$ cat src/rtl/ccu_pkg.sv
// Shared definitions for the condition-code / arithmetic-trap unit.
// Latency: n/a (constants, types and one helper only).
// Backpressure: n/a.
package ccu_pkg;

  // cc_ctrl_h function codes; codes not listed here are no-ops
  localparam logic [3:0] CC_FLUSH   = 4'h1;
  localparam logic [3:0] CC_ATCR_RD = 4'h2;
  localparam logic [3:0] CC_PSL_RD  = 4'h3;
  localparam logic [3:0] CC_PSL_WR  = 4'h9;
  localparam logic [3:0] CC_CC_WR   = 4'hA;
  localparam logic [3:0] CC_PSW_WR  = 4'hB;
  localparam logic [3:0] CC_OP1     = 4'hC;
  localparam logic [3:0] CC_OP2     = 4'hE;
  localparam logic [3:0] CC_SET_V   = 4'hF;

  // Arithmetic trap codes
  localparam logic [3:0] TRAP_INT_OVF  = 4'd1;
  localparam logic [3:0] TRAP_DIV_ZERO = 4'd2;
  localparam logic [3:0] TRAP_DEC_OVF  = 4'd6;

  // Opcode classes
  localparam logic [1:0] CLS_INT = 2'd1;
  localparam logic [1:0] CLS_DEC = 2'd2;
  localparam logic [1:0] CLS_DIV = 2'd3;

  typedef enum logic [1:0] {
    SZ_BYTE = 2'd0,
    SZ_WORD = 2'd1,
    SZ_LONG = 2'd2,
    SZ_QUAD = 2'd3
  } size_e;

  typedef struct packed {
    logic n;
    logic z;
    logic v;
    logic c;
  } cc_t;

  // Codes that update V and may therefore raise an arithmetic trap
  function automatic logic is_trap_src(input logic [3:0] code);
    return (code == CC_CC_WR) || (code == CC_OP1) ||
           (code == CC_OP2)   || (code == CC_SET_V);
  endfunction

endpackage

$ cat src/rtl/trap_fifo.sv
// Pending arithmetic-trap queue: power-of-2 deep FIFO with sticky overflow.
// Latency: push visible at head one cycle after the push edge; flush/pop take effect at the edge.
// Backpressure: none; push while full is dropped and sets ovf_o (unless a pop frees the slot).
// Ports: clk_i/rst_ni (sync, active-low), push_i/push_dat_i, pop_i, flush_i,
//        full_o, empty_o, head_dat_o, ovf_o.
module trap_fifo #(
  parameter int DEPTH = 4,
  parameter int W     = 4
) (
  input  logic         clk_i,
  input  logic         rst_ni,
  input  logic         push_i,
  input  logic [W-1:0] push_dat_i,
  input  logic         pop_i,
  input  logic         flush_i,
  output logic         full_o,
  output logic         empty_o,
  output logic [W-1:0] head_dat_o,
  output logic         ovf_o
);
  localparam int AW = $clog2(DEPTH);

  logic [W-1:0] mem_q [DEPTH];
  logic [AW:0]  wr_ptr_q, wr_ptr_d;
  logic [AW:0]  rd_ptr_q, rd_ptr_d;
  logic         ovf_q, ovf_d;
  logic         do_push, do_pop;

  // Extra pointer MSB distinguishes full from empty
  assign empty_o = (wr_ptr_q == rd_ptr_q);
  assign full_o  = (wr_ptr_q[AW] != rd_ptr_q[AW]) &&
                   (wr_ptr_q[AW-1:0] == rd_ptr_q[AW-1:0]);

  // Flush wins over everything; a pop in the same cycle frees a slot for a push into a full queue
  assign do_pop  = pop_i && !empty_o && !flush_i;
  assign do_push = push_i && (!full_o || do_pop) && !flush_i;

  always_comb begin
    wr_ptr_d = wr_ptr_q;
    rd_ptr_d = rd_ptr_q;
    ovf_d    = ovf_q;
    if (flush_i) begin
      wr_ptr_d = '0;
      rd_ptr_d = '0;
      ovf_d    = 1'b0;
    end else begin
      if (do_push) wr_ptr_d = wr_ptr_q + 1'b1;
      if (do_pop)  rd_ptr_d = rd_ptr_q + 1'b1;
      if (push_i && !do_push) ovf_d = 1'b1;
    end
  end

  always_ff @(posedge clk_i) begin
    if (!rst_ni) begin
      wr_ptr_q <= '0;
      rd_ptr_q <= '0;
      ovf_q    <= 1'b0;
    end else begin
      wr_ptr_q <= wr_ptr_d;
      rd_ptr_q <= rd_ptr_d;
      ovf_q    <= ovf_d;
    end
  end

  // Storage needs no reset: empty_o gates the head everywhere it is used
  always_ff @(posedge clk_i) begin
    if (do_push) mem_q[wr_ptr_q[AW-1:0]] <= push_dat_i;
  end

  assign head_dat_o = mem_q[rd_ptr_q[AW-1:0]];
  assign ovf_o      = ovf_q;

endmodule

$ cat src/rtl/cc_trap_unit.sv
// Condition-code register, PSL trap enables and queued arithmetic-trap reporting.
// Latency: CC/enables update at the edge; a qualifying trap reaches the queue one edge later.
// Backpressure: none; traps beyond TQ_DEPTH are dropped and flagged on trap_ovf_h.
// Ports: b_clk_l, reset_l (sync, active-low), d_clk_en_h cycle enable; cc_ctrl_h/d_size_h/
//        op_class_h + ALU result flags in; wbus_out_h read-back, pslc_h, ccbr_h, trap status out.
module cc_trap_unit
  import ccu_pkg::*;
#(
  parameter int DW       = 32,
  parameter int TQ_DEPTH = 4
) (
  input  logic            b_clk_l,
  input  logic            reset_l,
  input  logic            d_clk_en_h,
  input  logic [3:0]      cc_ctrl_h,
  input  logic [1:0]      d_size_h,
  input  logic [1:0]      op_class_h,
  input  logic [DW-1:0]   wbus_h,
  input  logic [DW/8-1:0] wmuxz_h,
  input  logic [3:0]      aluv_h,
  input  logic [3:0]      aluc_l,
  input  logic            divz_h,
  input  logic            trap_ack_h,
  output logic [7:0]      wbus_out_h,
  output logic            pslc_h,
  output logic [1:0]      ccbr_h,
  output logic            arith_trap_l,
  output logic [3:0]      trap_code_h,
  output logic            trap_ovf_h
);
  size_e      size_eff;
  cc_t        live_cc;
  cc_t        cc_q, cc_d;
  logic       dv_q, dv_d, fu_q, fu_d, iv_q, iv_d, comp_q, comp_d;
  logic       pend_vld_q, pend_vld_d;
  logic [3:0] pend_code_q, pend_code_d;
  logic       fifo_full, fifo_empty, fifo_ovf;
  logic [3:0] fifo_head;
  logic       unused_ok;

  // Flags of the current ALU result; a 32-bit datapath has no quad, so quad reads as long
  always_comb begin
    size_eff = size_e'(d_size_h);
    if ((DW == 32) && (size_eff == SZ_QUAD)) size_eff = SZ_LONG;
    live_cc.v = aluv_h[size_eff];
    live_cc.c = ~aluc_l[size_eff];
    case (size_eff)
      SZ_BYTE: begin live_cc.n = wbus_h[7];    live_cc.z = wmuxz_h[0];      end
      SZ_WORD: begin live_cc.n = wbus_h[15];   live_cc.z = &wmuxz_h[1:0];   end
      SZ_LONG: begin live_cc.n = wbus_h[31];   live_cc.z = &wmuxz_h[3:0];   end
      default: begin live_cc.n = wbus_h[DW-1]; live_cc.z = &wmuxz_h;        end
    endcase
  end

  always_comb begin
    cc_d        = cc_q;
    dv_d        = dv_q;
    fu_d        = fu_q;
    iv_d        = iv_q;
    comp_d      = comp_q;
    pend_vld_d  = 1'b0;
    pend_code_d = 4'd0;
    case (cc_ctrl_h)
      CC_PSL_WR: begin
        cc_d   = cc_t'(wbus_h[3:0]);
        dv_d   = wbus_h[7];
        fu_d   = wbus_h[6];
        iv_d   = wbus_h[5];
        comp_d = wbus_h[DW-1];
      end
      CC_PSW_WR: begin
        cc_d = cc_t'(wbus_h[3:0]);
        dv_d = wbus_h[7];
        fu_d = wbus_h[6];
        iv_d = wbus_h[5];
      end
      CC_CC_WR: cc_d = cc_t'(wbus_h[3:0]);
      CC_OP1:   cc_d = live_cc;
      CC_OP2:   cc_d = '{n: live_cc.n, z: live_cc.z, v: live_cc.v, c: cc_q.c};
      CC_SET_V: cc_d.v = 1'b1;
      default: ;
    endcase
    // Trap qualification looks at the V being written this cycle; the enables
    // are not modified by any trap-source code, so their current value applies.
    if (is_trap_src(cc_ctrl_h) && !comp_q) begin
      if ((op_class_h == CLS_INT) && cc_d.v && iv_q) begin
        pend_vld_d  = 1'b1;
        pend_code_d = TRAP_INT_OVF;
      end else if ((op_class_h == CLS_DEC) && cc_d.v && dv_q) begin
        pend_vld_d  = 1'b1;
        pend_code_d = TRAP_DEC_OVF;
      end else if ((op_class_h == CLS_DIV) && divz_h) begin
        pend_vld_d  = 1'b1;
        pend_code_d = TRAP_DIV_ZERO;
      end
    end
  end

  always_ff @(posedge b_clk_l) begin
    if (!reset_l) begin
      cc_q        <= '0;
      dv_q        <= 1'b0;
      fu_q        <= 1'b0;
      iv_q        <= 1'b0;
      comp_q      <= 1'b0;
      pend_vld_q  <= 1'b0;
      pend_code_q <= 4'd0;
    end else if (d_clk_en_h) begin
      cc_q        <= cc_d;
      dv_q        <= dv_d;
      fu_q        <= fu_d;
      iv_q        <= iv_d;
      comp_q      <= comp_d;
      pend_vld_q  <= pend_vld_d;
      pend_code_q <= pend_code_d;
    end
  end

  trap_fifo #(
    .DEPTH (TQ_DEPTH),
    .W     (4)
  ) u_trap_fifo (
    .clk_i      (b_clk_l),
    .rst_ni     (reset_l),
    .push_i     (pend_vld_q && d_clk_en_h),
    .push_dat_i (pend_code_q),
    .pop_i      (trap_ack_h && d_clk_en_h),
    .flush_i    (d_clk_en_h && (cc_ctrl_h == CC_FLUSH)),
    .full_o     (fifo_full),
    .empty_o    (fifo_empty),
    .head_dat_o (fifo_head),
    .ovf_o      (fifo_ovf)
  );

  assign arith_trap_l = fifo_empty;
  assign trap_code_h  = fifo_empty ? 4'd0 : fifo_head;
  assign trap_ovf_h   = fifo_ovf;
  assign pslc_h       = cc_q.c;

  always_comb begin
    case (cc_ctrl_h)
      CC_PSL_RD:  wbus_out_h = {dv_q, fu_q, iv_q, 1'b0, cc_q};
      CC_ATCR_RD: wbus_out_h = {fifo_ovf, 3'b000, trap_code_h};
      default:    wbus_out_h = 8'hFF;
    endcase
  end

  // Branch condition tracks the result being produced on arithmetic codes
  always_comb begin
    if ((cc_ctrl_h == 4'h0) || (cc_ctrl_h == CC_OP1) || (cc_ctrl_h == CC_OP2))
      ccbr_h = {live_cc.n ^ live_cc.v, live_cc.z};
    else
      ccbr_h = {cc_q.n ^ cc_q.v, cc_q.z};
  end

  // Most write-bus bits are intentionally ignored
  assign unused_ok = ^{wbus_h, fifo_full};

endmodule

$ cat config.mk
export PLATFORM = sky130hd
export DESIGN_NAME = cc_trap_unit
export DESIGN_NICKNAME = d
export VERILOG_FILES = /design/src/rtl/ccu_pkg.sv /design/src/rtl/trap_fifo.sv /design/src/rtl/cc_trap_unit.sv
export SDC_FILE = /design/constraint.sdc
export NUM_CORES = 1
export LEC_CHECK = 0
export CORE_ASPECT_RATIO = 1.75
export CORE_UTILIZATION = 39
export DETAILED_ROUTE_END_ITERATION = 16
export PLACE_DENSITY = 0.77
export SYNTH_ARGS = -nofsm -noshare
export SYNTH_HDL_FRONTEND = slang
export SYNTH_SLANG_ARGS = --single-unit
$ cat constraint.sdc
create_clock -name b_clk_l -period 1.71 [get_ports b_clk_l]
set_input_delay 0.342 -clock b_clk_l [delete_from_list [all_inputs] [get_ports b_clk_l]]
set_output_delay 0.342 -clock b_clk_l [all_outputs]
set_load 0.005 [all_outputs]
==> key figures <==
Pwr
  • Worst ir drop on vdd: 515 uV
  • Power per unit of standard cell area: just under 600 nW/um^2
  • Leakage dissipation: 1.30 nW

GRT
  • Global routing met3 resource utilization: 0.0146
  • GRT overflow: 0
  • Global-route wire length before repair: 8.51 mm
  • Met1 layer usage reported by global route: 0.234
  • Routing usage on met2: 0.436
  • Initial antenna violation count: 0
  • Largest net degree at the start of global routing: 15
  • Via count of the first global-routing pass: 1,912
  • Most Crowded Layer GR: met2
  • Global-route usage over all layers: 0.233

Drt
  • Via/cell ratio: 5.41
  • Number of antenna-violating nets in the routed design: 0
  • Average wire per cell in the routed design: 16.3 um
  • Drt initial violations: 53
  • Detailed-router iteration count before antenna repair: 4
  • Post-detailed-route DRC marker count: 0
  • Wirelength, routed: 5.98 mm
  • Via count: 1,985

Clock network
  • Clock sink count: 33
  • Clock slew at the register clock pins of the worst setup and hold paths: 80 ps
  • Number of buffers created by CTS: 5
  • Insertion delay of the later-clocked pin in the worst-skew pair: just under 300 ps
  • Number of levels in the clock H-tree: 2
  • Clock tree buffer depth: 2
  • Clock tree root driver cell: sky130_fd_sc_hd__clkbuf_8
  • Clock tree from TritonCTS: yes

Worst setup path
  • Classification of the worst setup path: reg -> out
  • CP Data Arrival Time: 1760 ps
  • Worst flop-to-flop path endpoint: u_trap_fifo.rd_ptr_q[2]
  • Largest fanout on the critical path: 3
  • Worst Setup End Kind: output pin
  • Ordered list of cells on the worst path: buf_6, mux4_2, nor2b_4, a211o_1, buf_2
  • Startpoint of the most critical register-to-register path: u_trap_fifo.wr_ptr_q[0]
  • Crit path largest cell delay: 470 ps
  • Critical path launch point type: flop
  • Register-to-register setup slack: -10 ps
  • Depth of the most critical reg-to-reg path: 6
  • Slowest cell on the critical path: sky130_fd_sc_hd__mux4_2
  • Data required time at the worst endpoint: 1370 ps

Logic synthesis
  • Instance count of the mapped netlist: between 150 and 200
  • Synthesized area: between 1500 and 2000 sq um
  • Sequential element share of the synthesized area: 0.416
  • Number of storage elements in the synthesis netlist: 33
  • Number of warnings reported in the yosys synthesis log: 0
  • Synthesized area per cell: 9.57 sq um
  • Leading register cell type out of synthesis: sky130_fd_sc_hd__dfxtp_1
  • Synth Net Count: 258
  • Post-synth EDFFs: 12
  • Asr flop ratio synth: 0
  • Unique cell type count in the Yosys netlist: 45

Floorplan
  • Initial core utilization: 0.402
  • Die Outline Area: roughly 5000 sq um
  • Die Span Y: roughly 94 um
  • Total core area: 4670 sq um
  • Placement row count: 33
  • Ports placed on the boundary: 74
  • Horizontal die dimension: roughly 54 um

Min path
  • Hold Path Stages: 2
  • Hold Path Class: reg -> reg
  • Worst Hold End: pslc_h
  • Hold wc startpoint: pslc_h

Finish
  • Net count, final: 376
  • Area of the multi-input gates: 1210 sq um
  • Final non-filler cell total: 367
  • Fill cell total of the finished layout: 335
  • Area Growth Syn to Fin: 73.6%
  • Fraction of layout cells with a size suffix above 1: 0.432
  • Finished Cell Area: approximately 3300 sq um
  • Area taken by flip-flops and latches: 802 sq um
  • Antenna diodes: 0

Placed design
  • Placed Area: 2760 sq um
  • Post-DP HPWL: about 3.7 mm
  • Number of I/O port buffers: 47
  • Placer congestion estimate: 0.819
  • Number of cells in the design after placement: 338

Timing
  • Time the final worst path needs with I/O delays and setup: 2100 ps
  • Worst clock skew: 11.1 ps
  • Final number of setup-violating endpoints: 9
  • Final worst path period share: 1.23
  • Maximum achievable frequency: 0.477 GHz
  • Unrepaired setup endpoints after global routing: true
  • Final hold violation count: 0
  • Min setup slack post-route: -389 ps
  • Max-slew violations: 0

Run status
  • Status: complete, but fails checks
  • Failing checks: negative setup slack

Job
  • Max capacitance violation total: 0
kinds of logic after synthesis:
family	share of synthesized area
and+or+nand+nor	0.211
AOI/OAI and AO/OA	0.177
DFF	0.416
buffers and inverters	0.0374
muxes	0.0947
adders and majority gates	0.0334
xor gates and xnor gates	0.0274
other	0.00200
critical path: cells and delay by family, from the launching register on:
kind	cells	cell delay, ps
compound gates	1	260
buf+inv	2	220
flops	1	380
mux	1	470
simple gates	1	140
worst max path at each step:
stage / start / endpoint / slack, ps / cells past startpoint
after floorplan: u_trap_fifo.wr_ptr_q[0] / u_trap_fifo.mem_q[3][0] / -10 / 3
after global placement: cc_ctrl_h[2] / ccbr_h[0] / -750 / 6
after detailed placement: cc_ctrl_h[2] / ccbr_h[0] / -760 / 6
after CTS: flop / wbus_out_h[2] / -390 / 5
after global routing: flop / wbus_out_h[2] / -460 / 5
final: flop / wbus_out_h[2] / -390 / 5
metal layers:
metal	vias to the layer above	wire length, um
li1	946	-
met1	956	2170
met2	61	3360
met3	22	205
met4	0	239
met5	-	0
where the power goes:
| group | total [mW] | switching [mW] | internal [mW] |
|---|---|---|---|
| clock network | 0.747 | 0.311 | 0.436 |
| registers | 0.817 | 0.00852 | 0.808 |
| logic | 0.360 | 0.150 | 0.210 |
cell usage after synthesis (2+ instances only):
master / count / area (sq um)
sky130_fd_sc_hd__a211o_1: 4 / 35.0
sky130_fd_sc_hd__a211oi_1: 2 / 15.0
sky130_fd_sc_hd__a21boi_0: 4 / 30.0
sky130_fd_sc_hd__a21oi_1: 9 / 45.0
sky130_fd_sc_hd__a31oi_1: 2 / 12.5
sky130_fd_sc_hd__and2_1: 6 / 37.5
sky130_fd_sc_hd__buf_2: 2 / 10.0
sky130_fd_sc_hd__clkbuf_1: 3 / 11.3
sky130_fd_sc_hd__dfxtp_1: 21 / 420
sky130_fd_sc_hd__edfxtp_1: 12 / 360
sky130_fd_sc_hd__ha_1: 5 / 62.6
sky130_fd_sc_hd__inv_1: 7 / 26.3
sky130_fd_sc_hd__mux2i_1: 11 / 110
sky130_fd_sc_hd__mux4_2: 3 / 67.6
sky130_fd_sc_hd__nand2_1: 26 / 97.6
sky130_fd_sc_hd__nand2b_1: 2 / 12.5
sky130_fd_sc_hd__nand3_1: 4 / 20.0
sky130_fd_sc_hd__nor2_1: 7 / 26.3
sky130_fd_sc_hd__nor2b_1: 10 / 62.6
sky130_fd_sc_hd__nor3_1: 2 / 10.0
sky130_fd_sc_hd__nor3b_1: 2 / 15.0
sky130_fd_sc_hd__nor4b_1: 2 / 17.5
sky130_fd_sc_hd__o21ai_0: 19 / 95.1
sky130_fd_sc_hd__o31ai_1: 4 / 30.0
sky130_fd_sc_hd__or3_1: 4 / 25.0
sky130_fd_sc_hd__or3b_2: 2 / 17.5
sky130_fd_sc_hd__xor2_1: 3 / 26.3
final cells by class:
| class | instances | area share |
|---|---|---|
| Inverter | 7 | 0.00807 |
| Clock buffer | 5 | 0.0211 |
| Clock inverter | 3 | 0.0142 |
| Tap cell | 52 | 0.0200 |
| Multi-Input combinational cell | 148 | 0.371 |
| Sequential cell | 33 | 0.246 |
| Timing Repair Buffer | 119 | 0.319 |
layout by cell type, fill, tap and decap left out, types with 3 or more instances in the layout:
cell / Yosys / routed
sky130_fd_sc_hd__clkbuf_8: 0 / 5
sky130_fd_sc_hd__buf_2: 2 / 6
sky130_fd_sc_hd__ha_1: 5 / 5
sky130_fd_sc_hd__mux2i_1: 11 / 10
sky130_fd_sc_hd__a21oi_2: 0 / 4
sky130_fd_sc_hd__o31ai_1: 4 / 4
sky130_fd_sc_hd__buf_4: 1 / 55
sky130_fd_sc_hd__o21ai_0: 19 / 16
sky130_fd_sc_hd__nor2b_1: 10 / 7
sky130_fd_sc_hd__dfxtp_4: 0 / 5
sky130_fd_sc_hd__nor2b_4: 0 / 3
sky130_fd_sc_hd__dlygate4sd2_1: 0 / 9
sky130_fd_sc_hd__nand3_1: 4 / 3
sky130_fd_sc_hd__dfxtp_1: 21 / 14
sky130_fd_sc_hd__edfxtp_1: 12 / 12
sky130_fd_sc_hd__a211o_1: 4 / 4
sky130_fd_sc_hd__and2_4: 0 / 3
sky130_fd_sc_hd__inv_1: 7 / 7
sky130_fd_sc_hd__or3_1: 4 / 3
sky130_fd_sc_hd__a21oi_1: 9 / 5
sky130_fd_sc_hd__clkdlybuf4s50_1: 0 / 23
sky130_fd_sc_hd__and2_1: 6 / 3
sky130_fd_sc_hd__buf_6: 1 / 23
sky130_fd_sc_hd__nand2_1: 26 / 26
sky130_fd_sc_hd__nor2_1: 7 / 6
sky130_fd_sc_hd__mux4_2: 3 / 3
sequential cells by signal (all words and copies together), names as in the netlist, named ones only:
| name | flops |
|---|---|
| u_trap_fifo.rd_ptr_q | 3 |
| comp_q | 1 |
| iv_q | 1 |
| cc_q | 3 |
| pslc_h | 1 |
| u_trap_fifo.ovf_o | 1 |
| fu_q | 1 |
| pend_code_q | 3 |
| dv_q | 1 |
| u_trap_fifo.wr_ptr_q | 3 |
| u_trap_fifo.mem_q | 12 |
| pend_vld_q | 1 |
timing repair:
action | 4_1_cts | 5_1_grt
pin swaps | 20 | 17
gates cloned | 0 | 0
resized for setup | 109 | 28
hold buffers | 0 | 0
endpoints found under the setup margin | 41 | 32
buffers inserted | 16 | 14
per-stage QoR:
step / utilization / worst slack (ps) / hold slack, ps / TNS, ps / power (mW)
4_1_cts: 0.674 / -385 / 500 / -4380 / 1.88
3_5_place_dp: 0.592 / -764 / 491 / -18480 / 1.14
3_3_place_gp: 0.592 / -747 / 486 / -18050 / 1.14
5_1_grt: 0.698 / -455 / 511 / -2630 / 1.99
6_report: 0.698 / -389 / 490 / -1810 / 1.92
2_1_floorplan: - / -13.8 / 452 / -41.4 / 0.950
Note: power is estimated with default switching activity, not from simulation.
